`src/rtl/controle_partida.sv`:
```
// Breakout match sequencer: serve countdown, play/pause, miss handling and game over.
// Every output is a flop, and all button/hit/miss edge detection is done here.
module controle_partida #(
    parameter int LIVES       = 3,
    parameter int SERVE_TICKS = 60,
    parameter int CNT_W       = 8
) (
    input  logic       clock,
    input  logic       reset,
    input  logic       btn_start,
    input  logic       hit_bar,
    input  logic       ball_missed,
    input  logic       tick,
    output logic       start,
    output logic       score_inc,
    output logic       ball_enable,
    output logic       serve,
    output logic       game_over,
    output logic [1:0] lives,
    output logic [2:0] state
);

    typedef enum logic [2:0] {
        S_IDLE  = 3'd0,
        S_SERVE = 3'd1,
        S_PLAY  = 3'd2,
        S_PAUSE = 3'd3,
        S_MISS  = 3'd4,
        S_OVER  = 3'd5
    } state_t;

    localparam logic [1:0]       LIVES_INIT = 2'(LIVES);
    localparam logic [CNT_W-1:0] CNT_LAST   = CNT_W'(SERVE_TICKS - 1);

    state_t           r_state;
    state_t           w_state_next;
    logic [CNT_W-1:0] r_cnt;
    logic [CNT_W-1:0] w_cnt_next;
    logic [1:0]       r_lives;
    logic [1:0]       w_lives_next;
    logic             r_start;
    logic             w_start_next;
    logic             r_score_inc;
    logic             w_score_next;
    logic             r_ball_enable;
    logic             r_serve;
    logic             r_game_over;
    logic             r_btn_hist;
    logic             r_hit_hist;
    logic             r_miss_hist;

    logic w_rise_btn;
    logic w_rise_hit;
    logic w_rise_miss;

    assign w_rise_btn  = btn_start   & ~r_btn_hist;
    assign w_rise_hit  = hit_bar     & ~r_hit_hist;
    assign w_rise_miss = ball_missed & ~r_miss_hist;

    always_comb begin
        w_state_next = r_state;
        w_cnt_next   = r_cnt;
        w_lives_next = r_lives;
        w_start_next = 1'b0;
        w_score_next = 1'b0;
        case (r_state)
            S_IDLE: begin
                if (w_rise_btn) begin
                    w_state_next = S_SERVE;
                    w_start_next = 1'b1;
                    w_lives_next = LIVES_INIT;
                    w_cnt_next   = '0;
                end
            end
            S_SERVE: begin
                if (tick) begin
                    if (r_cnt == CNT_LAST) begin
                        w_state_next = S_PLAY;
                        w_cnt_next   = '0;
                    end else begin
                        w_cnt_next = r_cnt + 1'b1;
                    end
                end
            end
            S_PLAY: begin
                // A miss swallows any coincident hit or pause request.
                if (w_rise_miss) begin
                    w_state_next = S_MISS;
                end else if (w_rise_btn) begin
                    w_state_next = S_PAUSE;
                end else if (w_rise_hit) begin
                    w_score_next = 1'b1;
                end
            end
            S_PAUSE: begin
                if (w_rise_btn) begin
                    w_state_next = S_PLAY;
                end
            end
            S_MISS: begin
                w_lives_next = r_lives - 1'b1;
                w_cnt_next   = '0;
                w_state_next = (r_lives == 2'd1) ? S_OVER : S_SERVE;
            end
            S_OVER: begin
                if (w_rise_btn) begin
                    w_state_next = S_SERVE;
                    w_start_next = 1'b1;
                    w_lives_next = LIVES_INIT;
                    w_cnt_next   = '0;
                end
            end
            default: begin
                w_state_next = S_IDLE;
            end
        endcase
    end

    always_ff @(posedge clock or negedge reset) begin
        if (!reset) begin
            r_state       <= S_IDLE;
            r_cnt         <= '0;
            r_lives       <= LIVES_INIT;
            r_start       <= 1'b0;
            r_score_inc   <= 1'b0;
            r_ball_enable <= 1'b0;
            r_serve       <= 1'b0;
            r_game_over   <= 1'b0;
            // History starts high so levels already asserted at release are not edges.
            r_btn_hist    <= 1'b1;
            r_hit_hist    <= 1'b1;
            r_miss_hist   <= 1'b1;
        end else begin
            r_state       <= w_state_next;
            r_cnt         <= w_cnt_next;
            r_lives       <= w_lives_next;
            r_start       <= w_start_next;
            r_score_inc   <= w_score_next;
            r_ball_enable <= (w_state_next == S_PLAY);
            r_serve       <= (w_state_next == S_SERVE);
            r_game_over   <= (w_state_next == S_OVER);
            r_btn_hist    <= btn_start;
            r_hit_hist    <= hit_bar;
            r_miss_hist   <= ball_missed;
        end
    end

    assign start       = r_start;
    assign score_inc   = r_score_inc;
    assign ball_enable = r_ball_enable;
    assign serve       = r_serve;
    assign game_over   = r_game_over;
    assign lives       = r_lives;
    assign state       = r_state;

endmodule

```
`config.mk`:
```
export PLATFORM = sky130hd
export DESIGN_NAME = controle_partida
export DESIGN_NICKNAME = d
export VERILOG_FILES = /design/src/rtl/controle_partida.sv
export SDC_FILE = /design/constraint.sdc
export NUM_CORES = 1
export LEC_CHECK = 0
export ABC_CLOCK_PERIOD_IN_PS = 2100
export BUFFER_PORTS_ARGS = -buffer_cell sky130_fd_sc_hd__buf_4
export CAP_MARGIN = 25
export CORE_ASPECT_RATIO = 1.1
export CORE_MARGIN = 3
export CORE_UTILIZATION = 55
export CTS_CLUSTER_DIAMETER = 80
export DETAILED_ROUTE_END_ITERATION = 10
export GPL_TIMING_DRIVEN = 0
export HOLD_SLACK_MARGIN = 0.12
export PLACE_DENSITY = 0.77
export SYNTH_ARGS = -nofsm -noshare
export SYNTH_HDL_FRONTEND = slang
export SYNTH_SLANG_ARGS = --single-unit
export TNS_END_PERCENT = 5
```
`constraint.sdc`:
```
create_clock -name clock -period 2.1 [get_ports clock]
set_input_delay 0.105 -clock clock [delete_from_list [all_inputs] [get_ports clock]]
set_output_delay 0.105 -clock clock [all_outputs]
set_load 0.02 [all_outputs]
```
# ---- Yosys cells after proc, flatten, opt, wreduce, memory -nomap -nowiden
# Cells that the tools add are included.
dict set report op_classes {
  reduce_logical 6
  mux 20
  add_sub_neg 2
  n_eq_ne 12
  n_bitwise 6
}
# operator count
set op_table {}
lappend op_table {{8-bit 2-to-1 mux} 3}
lappend op_table {{8-bit case mux with 3 select lines} 1}
lappend op_table {{3-bit 2-to-1 mux} 7}
lappend op_table {{3-bit case mux with 5 select lines} 1}
lappend op_table {{3-bit by 2-bit equality test with 1-bit output, second input constant} 3}
lappend op_table {{3-bit equality test, second input constant} 3}
lappend op_table {{8-bit by 1-bit adder with 8-bit output, second input constant} 1}
lappend op_table {{8-bit by 6-bit equality test with 1-bit output, second input constant} 1}
lappend op_table {{3-bit by 1-bit equality test with 1-bit output, second input constant} 2}
lappend op_table {{1-bit 2-to-1 mux} 6}
lappend op_table {{2-bit case mux with 2 select lines} 1}
lappend op_table {{1-bit AND} 3}
lappend op_table {{3-bit zero test} 1}
lappend op_table {{1-bit inverter} 3}
lappend op_table {{3-bit AND reduction} 1}
lappend op_table {{3-bit nonzero test} 1}
lappend op_table {{2-bit by 1-bit equality test with 1-bit output, second input constant} 1}
lappend op_table {{2-bit 2-to-1 mux} 1}
lappend op_table {{2-bit by 1-bit inequality test with 1-bit output, second input constant} 1}
lappend op_table {{2-bit inequality test, second input constant} 1}
lappend op_table {{2-bit AND reduction} 1}
lappend op_table {{2-bit nonzero test} 1}
lappend op_table {{2-bit OR reduction} 1}
lappend op_table {{2-bit by 1-bit subtractor with 2-bit output, second input constant} 1}
dict set report word_totals {
  wordCells 57
  register_bits 21
  output_inout_bits 10
  in_bits 6
}

# ---- Longest topological paths before layout
# Gate-level depths: netlist of run 1.
dict set report depth {
  word_depth 6
  mapped_depth 5
  mapped_depth_nobuf 5
}

# ---- Worst setup path after synthesis of run 1
# OpenSTA, ideal clock, no wires.
dict set report synth_path {
  kind {register -> register}
  start {register r_state[0] (netlist: state[0])}
  end {register r_cnt[5]}
  arrival_ps 1365
  path_stages_with_launch 6
  setup_ps 126
  t_required_ps 1974
  setup_slack_ps 609
  cell_sequence {dfrtp_1 buf_2 and2b_1 a2bb2oi_2 and3_1 a221o_1}
}
dict set report synth_between {
  elab_chain_cells 4
  word_cells_on_any_way 10
  cone_classes {5 x eq/ne; 1 x mux; 4 x reduce/logical}
}
# element line_no
set synth_lines {}
lappend synth_lines {{start: declaration} 35} ;# state_t r_state;
lappend synth_lines {{start signal: assignment} 134} ;# r_state <= w_state_next;
lappend synth_lines {{3-bit equality test / 3-bit zero test (equally long branches)} 66} ;# case (r_state)
lappend synth_lines {{2-bit OR reduction (no source line)} --}
lappend synth_lines {{2-bit by 1-bit inequality test with 1-bit output (no source line) / 3-bit nonzero test (equally long branches)} --}
lappend synth_lines {{3-bit AND reduction (no source line)} --}
lappend synth_lines {{end signal: assignment} 135} ;# r_cnt <= w_cnt_next;
lappend synth_lines {{end: declaration} 37} ;# logic [CNT_W-1:0] r_cnt;
# Parallel ways exist; a longest one is shown, timed or not.
# A chain may end at the register's enable or synchronous reset.

# ---- Final worst setup path of run 1
dict set report layout_path {
  start {register r_btn_hist}
  end {register r_cnt[5]}
}
dict set report layout_between {
  elab_chain_cells 4
}
# element line_no
set layout_lines {}
lappend layout_lines {{start: declaration} 48} ;# logic r_btn_hist;
lappend layout_lines {{start signal: assignment} 142} ;# r_btn_hist <= btn_start;
lappend layout_lines {{1-bit inverter} 56} ;# assign w_rise_btn = btn_start & ~r_btn_hist;
lappend layout_lines {{1-bit AND} 56}
lappend layout_lines {{2-bit by 1-bit inequality test with 1-bit output (no source line)} --}
lappend layout_lines {{3-bit AND reduction (no source line)} --}
# Every way passes these cells.

==> results of run 1 <==
cells in the mapped netlist, drive strengths merged:
cell type | count | area, µm²
a32oi | 1 | 8.76
and3 | 3 | 18.8
ha | 2 | 25.0
buf | 5 | 30.0
dfstp | 5 | 131
nor4 | 2 | 12.5
a221o | 2 | 20.0
nand2 | 6 | 22.5
and2b | 2 | 15.0
a21oi | 8 | 43.8
nor3b | 1 | 18.8
o211a | 2 | 20.0
mux2 | 3 | 33.8
nor2 | 8 | 30.0
nand2b | 7 | 43.8
nand3 | 3 | 15.0
a32o | 1 | 10.0
a41oi | 2 | 17.5
o22a | 2 | 17.5
o21ai | 2 | 10.0
nor2b | 4 | 25.0
a22o | 1 | 8.76
a2bb2oi | 1 | 15.0
and2 | 1 | 6.26
nor3 | 2 | 10.0
dfrtp | 16 | 400
inv | 1 | 3.75
and3b | 1 | 8.76
o21a | 1 | 7.51
a21o | 1 | 7.51
a31oi | 5 | 37.5
nand4bb | 1 | 11.3
and4b | 1 | 13.8
cells in the final DEF, fill, tap and decap left out, drive strengths merged, types with 3 or more instances in the layout:
master	instances
nor2b	4
buf	20
a21oi	8
nor2	8
nand2b	7
mux2	3
and3	3
nand3	3
clkbuf	3
nand2	6
dfrtp	16
a31oi	5
dlygate4sd3	5
dfstp	5
cells by family (layout without fill, tap and decap cells):
family	count (synthesis)	after routing	synth area share
compound gates	29	29	0.204
simple gates	42	42	0.229
mux	3	3	0.0307
buf+inv	6	30	0.0307
flops	21	21	0.484
fa+ha+maj	2	2	0.0227
through the flow:
step                       util  power (mW)  area (µm²)  hold WS [ps]  setup WS (ps)
after detailed placement  0.677        1.32        1250          3.09            498
after global routing      0.720        1.66        1330           200            319
after floorplan               -        1.14        1100          -191            609
after CTS                 0.720        1.54        1330           193            464
after global placement    0.677        1.31        1250         -2.66            497
final                     0.720        1.53        1330           196            450
flip-flops by register name, indices dropped and copies added, names as in the netlist:
| register | flops |
|---|---|
| state | 3 |
| r_miss_hist | 1 |
| lives | 2 |
| r_hit_hist | 1 |
| score_inc | 1 |
| r_cnt | 8 |
| game_over | 1 |
| start | 1 |
| ball_enable | 1 |
| r_btn_hist | 1 |
| serve | 1 |
how the worst max path moves through the flow:
stage | startpoint | endpoint | slack, ps | depth (start not counted)
floorplan | state[0] | r_cnt[5] | 610 | 5
global placement | r_btn_hist | r_cnt[0] | 500 | 4
detailed placement | r_btn_hist | r_cnt[0] | 500 | 4
CTS | r_btn_hist | r_cnt[5] | 460 | 4
global route | r_cnt[0] | r_cnt[7] | 320 | 5
finish | r_btn_hist | r_cnt[5] | 450 | 4
metal layers:
| metal | wire length (µm) | GRT usage | vias to the layer above |
|---|---|---|---|
| met1 | 1010 | 0.237 | 434 |
| li1 | - | - | 431 |
| met3 | 65 | 0.0338 | 4 |
| met2 | 1090 | 0.346 | 20 |
| met5 | 0 | 0 | - |
| met4 | 27 | 0.0806 | 0 |
report_power, final:
| part | total (mW) | leakage, nW | switching [mW] | internal (mW) |
|---|---|---|---|---|
| sequential | 0.620 | 0.251 | 0.0936 | 0.527 |
| clock | 0.202 | 0.0139 | 0.129 | 0.0726 |
| combinational | 0.710 | 0.338 | 0.370 | 0.340 |
| total | 1.53 | 0.602 | 0.593 | 0.939 |
critical path, cell delays in order (launching register included):
cell,delay (ps)
dfstp_2,550
nand2b_1,210
nand2b_1,180
a32oi_1,420
a221o_1,220
cell type report:
cell class              count  area, µm²
clock buffers               3       22.5
repair buffers             20        163
flip-flops and latches     21        532
plain buffers               5       30.0
multi-input cells          76        534
inverters                   1       3.75
fillers                   145        515
clock inverters             1       7.51
well taps                  27       33.8
==> out/metrics.csv, run 1 <==
metric;value;unit
status;finished clean;
drt-wirelength-per-cell;14.2;µm
synth_area;1100;µm²
nets;136;
diodes;0;
hold_viol_final;0;
r2r_end;r_cnt[5];
core_area;1840;µm²
grt_max_degree;22;
via_per_inst;5.77;
post-route-period-util;0.786;
mappedNetlistNets;111;
max_freq;606;MHz
grt.total_usage;0.195;
p_leak;0.602;nW
clk_pin_slew;130;ps
postCtsSetupBuffers;0;
cts_sinks;21;
power_density;1160;nW/µm²
start_kind;register;
r2r_cells;4;
peakVddDrop;0.622;mV
antenna_found_initial;0;
h-tree-depth;1;
grt_pass1_vias;888;
avgSynthCellArea;10.7;µm²
drtIter0Drc;13;
port_buffers;15;
path_max_fanout;6;
hold_buffers;5;
cts.repair.resized;0;
rrSetupSlack;450;ps
clockBufferDepth;2;
die_h;52.9;µm
r2r_start;r_btn_hist;
cts_buffers;3;
worstPathArrival;1900;ps
drc;0;
ys_seq_area_frac;0.484;
dieArea;2570;µm²
setup_viol;0;
path_class;reg -> reg;
drv_slew;0;
drt_first_pass_iters;5;
syn-instance-count;103;
ys_seq_elements;21;
yosysUniqueCellTypes;36;
clkLatencyLatePin;310;ps
place.gp.congestion;0.807;
worst_ep_required_time;2350;ps
min_period;1650;ps
start_util;0.597;
die_w;48.6;µm
fin_skew;9.12;ps
gr-total-overflow;0;
place_inst;145;
relSlewSlack;0.725;
ioPinCount;16;
endpoint_kind;register;
dp_hpwl;1.49;mm
synth_warnings;0;
hp-class;in -> async;
max_slew.worst_pin.slew;413;ps
instances_no_fill;154;
dr_total_vias;889;
grt_pass1_wl;3.83;mm
cts_tree;done;
drive_above_1_share;0.291;
drv_cap;0;
ant_nets;0;
drt_wl_total;2.19;mm
clockRootBuffer;clkbuf_4;
tns;0;ps
rsz0062_at_grt;false;
flow.area_growth_from_synthesis;20.6;%
row_count;16;
Note: power is estimated with default switching activity, not from simulation.
==> run 2, diff against run 1 <==
ABC_AREA = 1   (was unset)
ABC_CLOCK_PERIOD_IN_PS = 1600   (was 2100)
clock period = 1.6 ns   (was 2.1 ns; I/O delays follow)
==> run 2 against run 1 <==
Synthesized area is 5.8% higher. Critical path type unchanged. Sequential share of layout area is 1.8 points lower. First-iteration DRC count is 38% lower. Wire length is 4.3% lower. Non-clock buffer count is 4 lower. Highest routed layer unchanged. Global-route usage is 0.55 points lower. Cell count is 21% higher. Count of clock-buffer cells in the layout stayed put. Sequential power is 12% higher. Combinational power is 34% lower. Power is 8.0% lower. Flip-flop and latch count stayed put.
==> out/metrics.csv, run 2 <==
metric;value;unit;change
synth_top_family_by_area;simple AND/OR/NAND/NOR gates;;
cts_buffers;3;;unchanged
h-tree-depth;1;;unchanged
power_density;1020;nW/µm²;-12%
postCtsSetupBuffers;0;;unchanged
synth_area;1160;µm²;+5.8%
largest_register_ffs;8;;unchanged
nets;169;;+24%
synth_top_area_cell;dfrtp_1;;
hold_viol_final;0;;unchanged
final_common_cell;nand2_1;;
multiInputGateArea;543;µm²;+1.6%
ys_seq_area_frac;0.457;;-0.0265
synth_compound_area_frac;0.0581;;-0.146
synthXorXnorAreaFrac;0.0226;;+0.0226
register_area;532;µm²;unchanged
synth-adder-area-share;0.0215;;-0.00125
synth-edff-count;0;;unchanged
ant_nets;0;;unchanged
synth-simple-area-share;0.365;;+0.136
drtIter0Drc;8;;-5
holdWs;178;ps;-18.1 ps
worst_ep_required_time;1800;ps;-550 ps
regMostFlops;r_cnt;;
row_count;16;;unchanged
gr-total-overflow;0;;unchanged
drv_cap;0;;unchanged
clkLatencyLatePin;300;ps;about the same
ioPinCount;16;;unchanged
cts.repair.resized;0;;unchanged
drt-wirelength-per-cell;11.2;µm;-21%
drt_first_pass_iters;4;;-1
avgSynthCellArea;8.56;µm²;-20%
setup_viol;0;;unchanged
yosysMostFrequentCell;nand2_1;;
tns;0;ps;unchanged
drv_slew;0;;unchanged
start_util;0.618;;+0.0212
place.gp.congestion;0.829;;+2.8%
ys_seq_elements;21;;unchanged
diodes;0;;unchanged
fin_skew;4.04;ps;-5.08 ps
hp-class;in -> async;;
cts_tree;done;;
mappedNetlistNets;144;;+30%
place_inst;178;;+23%
clockRootBuffer;clkbuf_4;;
synth_mux_area_frac;0;;-0.0307
grt_pass1_wl;3.85;mm;+0.55%
grt.total_usage;0.190;;-0.00549
worstPathArrival;1580;ps;-320 ps
drt_wl_total;2.09;mm;-4.3%
dr_total_vias;931;;+4.7%
clockBufferDepth;2;;unchanged
p_leak;0.702;nW;+17%
yosysUniqueCellTypes;26;;-28%
path_class;reg -> reg;;
peakVddDrop;0.853;mV;+37%
clk_pin_slew;110;ps;-20 ps
instances_no_fill;187;;+21%
post-route-period-util;0.859;;+0.0736
crit_start;r_cnt[0];;
final_cell_mix;nand2_1, inv_1, dfrtp_1;;
path_max_fanout;4;;-2
start_kind;register;;
yosys.area.top_type_share;0.344;;-0.0200
max_slew.worst_pin.slew;295;ps;-117 ps
relSlewSlack;0.801;;+0.0764
drc;0;;unchanged
yosys-top-cells-count;nand2_1, dfrtp_1, inv_1;;
die_w;49.9;µm;+2.5%
dieArea;2700;µm²;+5.1%
antenna_found_initial;0;;unchanged
max_freq;727;MHz;+20%
core_area;1880;µm²;+2.2%
flow.area_growth_from_synthesis;19.2;%;
grt_max_degree;22;;unchanged
drive_above_1_share;0.313;;+0.0212
syn-instance-count;136;;+32%
synth_area_leaders;dfrtp_1, dfstp_2, nand2_1;;
die_h;54.2;µm;+2.5%
cts_sinks;21;;unchanged
min_period;1380;ps;-275 ps
rsz0062_at_grt;false;;
synth_flop_cell;dfrtp_1;;
via_per_inst;4.98;;-14%
grt_pass1_vias;939;;+5.7%
synth_warnings;0;;unchanged
port_buffers;15;;unchanged
dp_hpwl;1.65;mm;+11%
endpoint_kind;register;;
hold_buffers;5;;unchanged
fillers;164;;+13%
status;finished clean;;
async_flop_share;1.00;;unchanged
r2r_start;r_cnt[0];;
[run 2: cell count changes in the layout (fill, tap and decap cells not counted), moves of 4 or more]
cell | previous run | this run
inv_1 | 1 | 16
o21ai_2 | 0 | 6
nand3_1 | 3 | 11
a31oi_1 | 4 | 0
nor2_1 | 8 | 13
nand2_1 | 6 | 32
nand2b_1 | 7 | 0
a21oi_1 | 7 | 2
nor2b_1 | 4 | 0
[run 2: where the power goes]
group	leakage, nW	internal, mW	switching, mW
Clock	0.0177	0.0933	0.155
Sequential	0.261	0.618	0.0760
Combinational	0.423	0.184	0.283
Total	0.702	0.896	0.515
[run 2: critical path, stage by stage (launching register included)]
cell     delay (ps)
dfrtp_1         420
ha_1            230
nand3_1         140
nor2_4          180
nand3_1          90
nand2_1          80
inv_1            50
nand2_1          60
nor2_1           30
[run 2: area by class of cell]
| type | count | area share |
|---|---|---|
| clock inverter | 1 | 0.00361 |
| timing repair buffer | 20 | 0.117 |
| buffer | 1 | 0.00361 |
| tap | 27 | 0.0243 |
| clock buffer | 3 | 0.0162 |
| inverter | 21 | 0.0604 |
| sequential | 21 | 0.383 |
| multi-input combinational | 93 | 0.391 |
[run 2: path summary, 6_finish.rpt]
kind	cells after the start	to	slack, ps
setup / recovery	8	serve	220
hold / removal	2	game_over	180
max in group asynchronous	2	r_btn_hist	1150
hold reg to reg	2	lives[1]	510
setup reg to reg	8	serve	220
min in group clock	2	r_hit_hist	430
[run 2: cells by family (layout without fill, tap and decap cells)]
group                      Yosys count  in the layout
xor gates and xnor gates             3              3
DFF                                 21             21
and+or+nand+nor                     79             79
adders and majority gates            2              2
buffers and inverters               22             46
AOI/OAI and AO/OA                    9              9
[run 2: per-stage QoR]
step | setup slack (ps) | area (µm²) | power, mW | util
floorplan | 309 | 1160 | 1.05 | -
global placement | 252 | 1310 | 1.15 | 0.696
detailed placement | 226 | 1310 | 1.17 | 0.696
CTS | 205 | 1390 | 1.44 | 0.737
finish | 225 | 1390 | 1.41 | 0.737
global route | 112 | 1390 | 1.54 | 0.737
[run 2: per-layer routing]
layer  up-vias  global-route usage  share of wire
met5         -                   0              0
met4         0               0.111          0.032
met3         9              0.0327          0.041
met2        21               0.363           0.53
met1       423               0.199           0.40
li1        478                   -              -
